<file path="src/rtl/uart_rx_fifo.sv">
// UART 8N1 receiver (LSB first, idle-high) feeding a small byte FIFO toward the core.
// The core sees {valid, data} and pops with a ready strobe; errors are single-cycle pulses.
module uart_rx_fifo #(
    parameter int unsigned CLKS_PER_BIT = 868,
    parameter int unsigned FIFO_DEPTH   = 4
) (
    input  logic       CLK,
    input  logic       RST_N,
    input  logic       uart_line_in,
    output logic [8:0] read_byte_out,
    input  logic       read_byte_arg,
    output logic       overrun_out,
    output logic       framing_err_out
);
    localparam int unsigned CNT_W = $clog2(CLKS_PER_BIT);
    localparam int unsigned AW    = $clog2(FIFO_DEPTH);
    localparam int unsigned PW    = AW + 1;
    localparam logic [CNT_W-1:0] CNT_HALF = CNT_W'(CLKS_PER_BIT / 2 - 1);
    localparam logic [CNT_W-1:0] CNT_LAST = CNT_W'(CLKS_PER_BIT - 1);

    typedef enum logic [2:0] {
        S_IDLE,
        S_START,
        S_DATA,
        S_STOP,
        S_WAIT_IDLE
    } state_t;

    logic [1:0]       r_sync;
    logic             w_line_s;
    state_t           r_state;
    state_t           w_state_nxt;
    logic [CNT_W-1:0] r_cnt;
    logic [CNT_W-1:0] w_cnt_nxt;
    logic [2:0]       r_idx;
    logic [2:0]       w_idx_nxt;
    logic [7:0]       r_shift;
    logic [7:0]       w_shift_nxt;
    logic             w_push;
    logic             w_frame_err;

    logic [7:0]       r_mem [FIFO_DEPTH];
    logic [PW-1:0]    r_wr_ptr;
    logic [PW-1:0]    r_rd_ptr;
    logic             w_empty;
    logic             w_full;
    logic             w_pop;
    logic             w_wr_en;
    logic             r_overrun;
    logic             r_framing_err;

    // Two-flop synchronizer; resets to the idle line level.
    always_ff @(posedge CLK or negedge RST_N) begin
        if (!RST_N) begin
            r_sync <= 2'b11;
        end else begin
            r_sync <= {r_sync[0], uart_line_in};
        end
    end
    assign w_line_s = r_sync[1];

    always_ff @(posedge CLK or negedge RST_N) begin
        if (!RST_N) begin
            r_state <= S_IDLE;
            r_cnt   <= '0;
            r_idx   <= '0;
            r_shift <= '0;
        end else begin
            r_state <= w_state_nxt;
            r_cnt   <= w_cnt_nxt;
            r_idx   <= w_idx_nxt;
            r_shift <= w_shift_nxt;
        end
    end

    // Start bit is re-checked at its middle; later samples are one bit period apart.
    always_comb begin
        w_state_nxt = r_state;
        w_cnt_nxt   = r_cnt;
        w_idx_nxt   = r_idx;
        w_shift_nxt = r_shift;
        w_push      = 1'b0;
        w_frame_err = 1'b0;
        case (r_state)
            S_IDLE: begin
                w_cnt_nxt = '0;
                if (!w_line_s) begin
                    w_state_nxt = S_START;
                end
            end
            S_START: begin
                if (r_cnt == CNT_HALF) begin
                    w_cnt_nxt = '0;
                    w_idx_nxt = '0;
                    w_state_nxt = w_line_s ? S_IDLE : S_DATA;
                end else begin
                    w_cnt_nxt = r_cnt + CNT_W'(1);
                end
            end
            S_DATA: begin
                if (r_cnt == CNT_LAST) begin
                    w_cnt_nxt = '0;
                    w_shift_nxt[r_idx] = w_line_s;
                    if (r_idx == 3'd7) begin
                        w_state_nxt = S_STOP;
                    end else begin
                        w_idx_nxt = r_idx + 3'd1;
                    end
                end else begin
                    w_cnt_nxt = r_cnt + CNT_W'(1);
                end
            end
            S_STOP: begin
                if (r_cnt == CNT_LAST) begin
                    w_cnt_nxt = '0;
                    if (w_line_s) begin
                        w_push      = 1'b1;
                        w_state_nxt = S_IDLE;
                    end else begin
                        w_frame_err = 1'b1;
                        w_state_nxt = S_WAIT_IDLE;
                    end
                end else begin
                    w_cnt_nxt = r_cnt + CNT_W'(1);
                end
            end
            S_WAIT_IDLE: begin
                w_cnt_nxt = '0;
                if (w_line_s) begin
                    w_state_nxt = S_IDLE;
                end
            end
            default: begin
                w_state_nxt = S_IDLE;
                w_cnt_nxt   = '0;
            end
        endcase
    end

    // A pop frees a slot in the same cycle, so a push into a full FIFO still lands.
    assign w_empty = (r_wr_ptr == r_rd_ptr);
    assign w_full  = (r_wr_ptr[AW] != r_rd_ptr[AW]) &&
                     (r_wr_ptr[AW-1:0] == r_rd_ptr[AW-1:0]);
    assign w_pop   = !w_empty && read_byte_arg;
    assign w_wr_en = w_push && (!w_full || w_pop);

    always_ff @(posedge CLK or negedge RST_N) begin
        if (!RST_N) begin
            r_wr_ptr      <= '0;
            r_rd_ptr      <= '0;
            r_overrun     <= 1'b0;
            r_framing_err <= 1'b0;
        end else begin
            if (w_wr_en) begin
                r_wr_ptr <= r_wr_ptr + PW'(1);
            end
            if (w_pop) begin
                r_rd_ptr <= r_rd_ptr + PW'(1);
            end
            r_overrun     <= w_push && w_full && !w_pop;
            r_framing_err <= w_frame_err;
        end
    end

    always_ff @(posedge CLK) begin
        if (w_wr_en) begin
            r_mem[r_wr_ptr[AW-1:0]] <= r_shift;
        end
    end

    assign read_byte_out   = w_empty ? 9'h000 : {1'b1, r_mem[r_rd_ptr[AW-1:0]]};
    assign overrun_out     = r_overrun;
    assign framing_err_out = r_framing_err;

endmodule

</file>
<file path="config.mk">
export PLATFORM = sky130hd
export DESIGN_NAME = uart_rx_fifo
export DESIGN_NICKNAME = d
export VERILOG_FILES = /design/src/rtl/uart_rx_fifo.sv
export SDC_FILE = /design/constraint.sdc
export NUM_CORES = 1
export LEC_CHECK = 0
export CAP_MARGIN = 15
export CELL_PAD_IN_SITES_DETAIL_PLACEMENT = 0
export CELL_PAD_IN_SITES_GLOBAL_PLACEMENT = 1
export CORE_ASPECT_RATIO = 1.75
export CORE_UTILIZATION = 30
export CTS_BUF_LIST = sky130_fd_sc_hd__clkbuf_8 sky130_fd_sc_hd__clkbuf_16
export DETAILED_ROUTE_END_ITERATION = 8
export GPL_TIMING_DRIVEN = 0
export PLACE_DENSITY = 0.49
export SLEW_MARGIN = 20
export SYNTH_ARGS = -nofsm -noshare
export SYNTH_HDL_FRONTEND = slang
export SYNTH_SLANG_ARGS = --single-unit
</file>
<file path="constraint.sdc">
create_clock -name CLK -period 3.05 [get_ports CLK]
set_input_delay 0.61 -clock CLK [delete_from_list [all_inputs] [get_ports CLK]]
set_output_delay 0.61 -clock CLK [all_outputs]
set_load 0.005 [all_outputs]
</file>
After elaboration in Yosys (flattened, before gate mapping)
Memories as Yosys holds them, arrays and structs flattened.
Index checks and enable logic that the tools add are counted.
{"block": "totals", "reg_bits": 34, "mem_bits_rw": 32, "word_cells": 77, "mem_count": 1}
{"block": "op_classes", "addsub": 4, "order_cmp": 2, "eq_ne": 17, "mux": 28, "reduce_logical": 16}
{"name": "r_mem", "depth": 4, "width": 8, "read_ports": 1, "rd_clocked_by_memory_dff": 0, "wr": 1, "line_no": "42", "text": "logic [7:0] r_mem [FIFO_DEPTH];"}
{"op": "$mux 3", "n": 10}
{"op": "$mux 10", "n": 2}
{"op": "$pmux 10 s2", "n": 1}
{"op": "$pmux 3 s5", "n": 1}
{"op": "$ne 2x2->1 const B", "n": 7}
{"op": "$add 10x1->10 const B", "n": 1}
{"op": "$eq 10x10->1 const B", "n": 1}
{"op": "$eq 10x9->1 const B", "n": 1}
{"op": "$add 3x1->3 const B", "n": 3}
{"op": "$mux 1", "n": 9}
{"op": "$mux 9", "n": 1}
{"op": "$bwmux 8", "n": 1}
{"op": "$eq 3x2->1 const B", "n": 2}
{"op": "$eq 3x3->1 const B", "n": 2}
{"op": "$logic_and 1x1->1", "n": 6}
{"op": "$pmux 3 s2", "n": 1}
{"op": "$reduce_and 6->1", "n": 1}
{"op": "$lt 3x4->1 const B", "n": 1}
{"op": "$reduce_and 4->1", "n": 1}
{"op": "$demux 1 s3", "n": 1}
{"op": "$eq 3x1->1 const B", "n": 1}
{"op": "$eq 3x3->1", "n": 1}
{"op": "$ge 3x1->1 const B", "n": 1}
{"op": "$logic_not 1->1", "n": 3}
{"op": "other kinds (8)", "n": 8}

Depth between registers and ports, before layout
Gate-level depths: netlist of run 1.
{"block": "logic_depth", "depth_word": 7, "depth_mapped": 6, "ltp_nobuf": 6}

Least setup slack after synthesis of run 1
No wires, ideal clock.
{"block": "synth_timing", "path_type": "register -> register", "start": "register r_cnt[2]", "end": "memory r_mem[0][0], enable pin", "arrival_time_ns": 1.517, "t_required_ns": 2.718, "path_slack_ns": 1.201, "stages_incl_launch_ff": 5, "synth_period_minus_slack_ns": 1.849, "path_cell_list": "dfrtp_1 > nor3b_4 > nand4b_4 > nor3_4 > and2_1"}
{"block": "synth_between", "elab_chain_cells": 6}
{"item": "start, declared", "line_no": "33", "text": "logic [CNT_W-1:0] r_cnt;"}
{"item": "start signal, assigned", "line_no": "70", "text": "r_cnt <= w_cnt_nxt;"}
{"item": "$eq 10x10->1", "line_no": "114", "text": "if (r_cnt == CNT_LAST) begin"}
{"item": "$mux 1", "line_no": "114"}
{"item": "$mux 1", "line_no": "84", "text": "case (r_state)"}
{"item": "$logic_and 1x1->1", "line_no": "145", "text": "assign w_wr_en = w_push && (!w_full || w_pop);"}
{"item": "$mux 1", "line_no": "166", "text": "if (w_wr_en) begin"}
{"item": "$mux 1 (not written as such)", "line_no": "167", "text": "r_mem[r_wr_ptr[AW-1:0]] <= r_shift;"}
{"item": "end, declared", "line_no": "42"}
Every way passes these cells.

Final worst setup path of run 1
{"block": "layout_timing", "start": "register r_rd_ptr[1]", "end": "output read_byte_out[6]"}
{"block": "layout_between", "elab_chain_cells": 2, "word_cells_on_any_way": 3}
{"item": "start, declared", "line_no": "44", "text": "logic [PW-1:0] r_rd_ptr;"}
{"item": "start signal, assigned", "line_no": "158", "text": "r_rd_ptr <= r_rd_ptr + PW'(1);"}
{"item": "$mem_v2 4x8 / $eq 3x3->1 (equally long branches)"}
{"item": "$mux 9 (*)", "line_no": "171", "text": "assign read_byte_out = w_empty ? 9'h000 : {1'b1, r_mem[r_rd_ptr[AW-1:0]]};"}
{"item": "end, declared", "line_no": "10", "text": "output logic [8:0] read_byte_out,"}
Mark *: on every way between the ends. The rest lies on a longest branch, timed or not.

==> results.json, run 1 <==
{
  "vias_after_detailed_routing": 1715,
  "place.detailed.hpwl_um": 4250,
  "timing_hold_violations_final": 0,
  "clk_latency_ns": 0.33,
  "stdcell_area_um2": 3600,
  "detailed_place.area_um2": 3310,
  "maxCapViolCount": 0,
  "initialDrtViolationCount": 108,
  "effective_utilization_at_floorplan_pct": 31.3,
  "final_min_period_over_clock_period_pct": 89.5,
  "drive_gt1_share_pct": 22.2,
  "drt-vias-per-instance": 4.75,
  "syn_area_per_cell_um2": 14.4,
  "die_width_um": 77.6,
  "synth_largest_area_cell": "sky130_fd_sc_hd__edfxtp_1",
  "worst_r2r_path_depth": 4,
  "cts_tree": "done",
  "number_of_placed_i_o_pins": 15,
  "mappedNetlistArea_um2": 3000,
  "finalWorstPathRequiredPeriod_ns": 2.73,
  "cp.required_ns": 2.44,
  "portBuffers": 14,
  "critPathLaunch": "r_rd_ptr[1]$_DFFE_PN0P_",
  "power_density_nw_per_um2": 676,
  "async_reset_ff_share_pct": 51.5,
  "place_congestion": 0.694,
  "core_um2": 9590,
  "rsz_0062_raised_after_global_routing": "no",
  "die_area_um2": 10400,
  "most-common-layout-cells": "32 x sky130_fd_sc_hd__dfrtp_1, 32 x sky130_fd_sc_hd__edfxtp_1, 16 x sky130_fd_sc_hd__nor2_1",
  "final-setup-viol-count": 0,
  "insertedDiodeCount": 0,
  "reg2reg_from": "r_cnt[2]$_DFF_PN0_",
  "cts.htree.levels": 3,
  "critPathKind": "reg -> out",
  "postSynth.topFlopCell": "sky130_fd_sc_hd__edfxtp_1",
  "grt_pass1_wl_um": 9980,
  "synthesis.instances": 208,
  "post-place-ws_ns": 0.392,
  "wl_um": 5840,
  "grt_start_max_net_pins": 26,
  "clock_sinks": 66,
  "cts_made_buffers": 9,
  "fin_tns_setup_ns": 0,
  "antenna_found_initial": 0,
  "synth.area.top_cells": "sky130_fd_sc_hd__edfxtp_1 32%, sky130_fd_sc_hd__dfrtp_1 27%, sky130_fd_sc_hd__mux4_2 6.0%",
  "drc": 0,
  "iteration_count_of_the_initial_detailed_routing_pass": 4,
  "cp_max_fo": 10,
  "rows": 47,
  "cts-root-buf": "sky130_fd_sc_hd__clkbuf_16",
  "die_y_um": 134,
  "ys_types": 45,
  "globalRoute.totalOverflow": 0,
  "antenna_viol_nets_final": 0,
  "worst_ir_drop_vdd_mv": 0.322,
  "postCtsHoldBufs": 0,
  "grt_usage_pct": 13.2,
  "min-delay-path-class": "in -> async",
  "postLayoutSetupSlackWorst_ns": 0.320,
  "filler_cell_count": 945,
  "yosys_warnings": 0,
  "p_leak_uw": 0.00144,
  "number_of_enable_flip_flop_cells_after_synthesis": 32,
  "wire_per_inst_um": 16.2,
  "design.final.nets": 247,
  "path_clk_slew_ns": 0.06,
  "synth-seq-cells": 66,
  "synth_fp_nets": 221,
  "cts_post_setup_buffers_inserted": 0,
  "critPathArrivalTime_ns": 2.12,
  "status": "complete, no violations",
  "synth_top_area_share_pct": 32.0,
  "pin_slew_with_the_least_headroom_to_its_limit_ns": 0.729,
  "slew_viol_final": 0,
  "max_clock_freq_mhz": 366,
  "finClkSkew_ns": 0.00536,
  "via_count_of_the_first_global_routing_pass": 1887,
  "end_kind": "primary output",
  "finalCoreUtilization_pct": 37.6,
  "area.growth.synth_to_final_pct": 20.2,
  "cts_buffer_depth": 2,
  "max_slew_margin_pct": 51.0,
  "worst_setup_sp_type": "register",
  "postCtsResizedCells": 0,
  "hold_slack_ns": 0.151,
  "sequential_element_share_of_the_synthesized_area_pct": 60.5
}
-- kinds of logic (layout without fill, tap and decap cells) --
family | count (synthesis) | in the layout | synth area share, %
compound gates | 11 | 11 | 2.88
xor+xnor | 15 | 15 | 4.38
fa+ha+maj | 9 | 9 | 3.75
buf+inv | 14 | 45 | 1.96
flops | 66 | 66 | 60.5
mux | 19 | 19 | 10.1
simple gates | 74 | 74 | 16.4
-- cells in the mapped netlist (4+ instances only) --
library cell / n
sky130_fd_sc_hd__nor4_1: 8
sky130_fd_sc_hd__nor2_1: 16
sky130_fd_sc_hd__nand3_1: 7
sky130_fd_sc_hd__xnor2_1: 10
sky130_fd_sc_hd__mux4_2: 8
sky130_fd_sc_hd__inv_1: 9
sky130_fd_sc_hd__nand4_1: 4
sky130_fd_sc_hd__ha_1: 9
sky130_fd_sc_hd__nand2_1: 7
sky130_fd_sc_hd__xor2_1: 5
sky130_fd_sc_hd__dfrtp_1: 32
sky130_fd_sc_hd__mux2_2: 9
sky130_fd_sc_hd__and2_1: 11
sky130_fd_sc_hd__edfxtp_1: 32
-- worst paths after layout --
path                                           end  slack, ns
max in group asynchronous   r_shift[6]$_DFFE_PN0P_       2.47
max                               read_byte_out[6]       0.32
max reg2reg                  r_mem[1][4]$_DFFE_PP_       0.84
min reg2reg                    r_sync[1]$_DFF_PN1_       0.35
min in group CLK               r_sync[1]$_DFF_PN1_       0.35
min                        r_wr_ptr[2]$_DFFE_PN0N_       0.15
-- layer usage --
layer,global-route usage (%),share of wire (%),up-vias
met5,0,0,-
met4,6.60,2.1,0
met3,3.67,2.1,8
met2,24.9,60,17
met1,12.9,36,866
li1,-,-,824
-- stage by stage --
stage	total power, µW	std cells
after floorplan	1260	208
after global placement	1460	344
after detailed placement	1460	345
after CTS	2490	361
after global routing	2560	361
final	2440	361
-- cell type report --
cell class	instances	area [µm²]	area share, %
multi-input cells	128	1130	31.2
plain buffers	5	26.3	0.729
flip-flops and latches	66	1810	50.3
clock buffers	9	225	6.25
repair buffers	15	155	4.31
inverters	9	33.8	0.937
well taps	122	153	4.24
clock inverters	7	70.1	1.94
-- report_power, final --
part	switching (µW)	internal [µW]	leakage, µW
logic	180	281	0.000518
clock network	379	630	0.000145
registers	14.0	952	0.000776
-- state kept, by name, summed over array words and instances (netlist names) --
signal           cells
r_mem               32
r_cnt               10
r_shift              8
r_idx                3
r_rd_ptr             3
r_state              3
r_wr_ptr             3
r_sync               2
framing_err_out      1
overrun_out          1
-- worst max-delay path: stages, from the launching register on --
cell	delay, ns
sky130_fd_sc_hd__dfrtp_1	0.37
sky130_fd_sc_hd__buf_2	0.21
sky130_fd_sc_hd__xnor2_1	0.17
sky130_fd_sc_hd__nand3b_1	0.11
sky130_fd_sc_hd__clkbuf_2	0.24
sky130_fd_sc_hd__and2_1	0.19
sky130_fd_sc_hd__clkdlybuf4s50_1	0.50
No activity file was read; power rests on OpenSTA's default activity.
==> run 2, diff against run 1 <==
CTS_BUF_LIST = sky130_fd_sc_hd__clkbuf_4 sky130_fd_sc_hd__clkbuf_8 sky130_fd_sc_hd__clkbuf_16   (was sky130_fd_sc_hd__clkbuf_8 sky130_fd_sc_hd__clkbuf_16)
==> results of run 2 <==
Same layout as run 1: the final DEF is identical, and so are final timing and power.
==> run 3, diff against run 2 <==
CTS_CLUSTER_DIAMETER = 100   (was unset)
==> results of run 3 <==
Same layout as run 1: the final DEF is identical, and so are final timing and power.
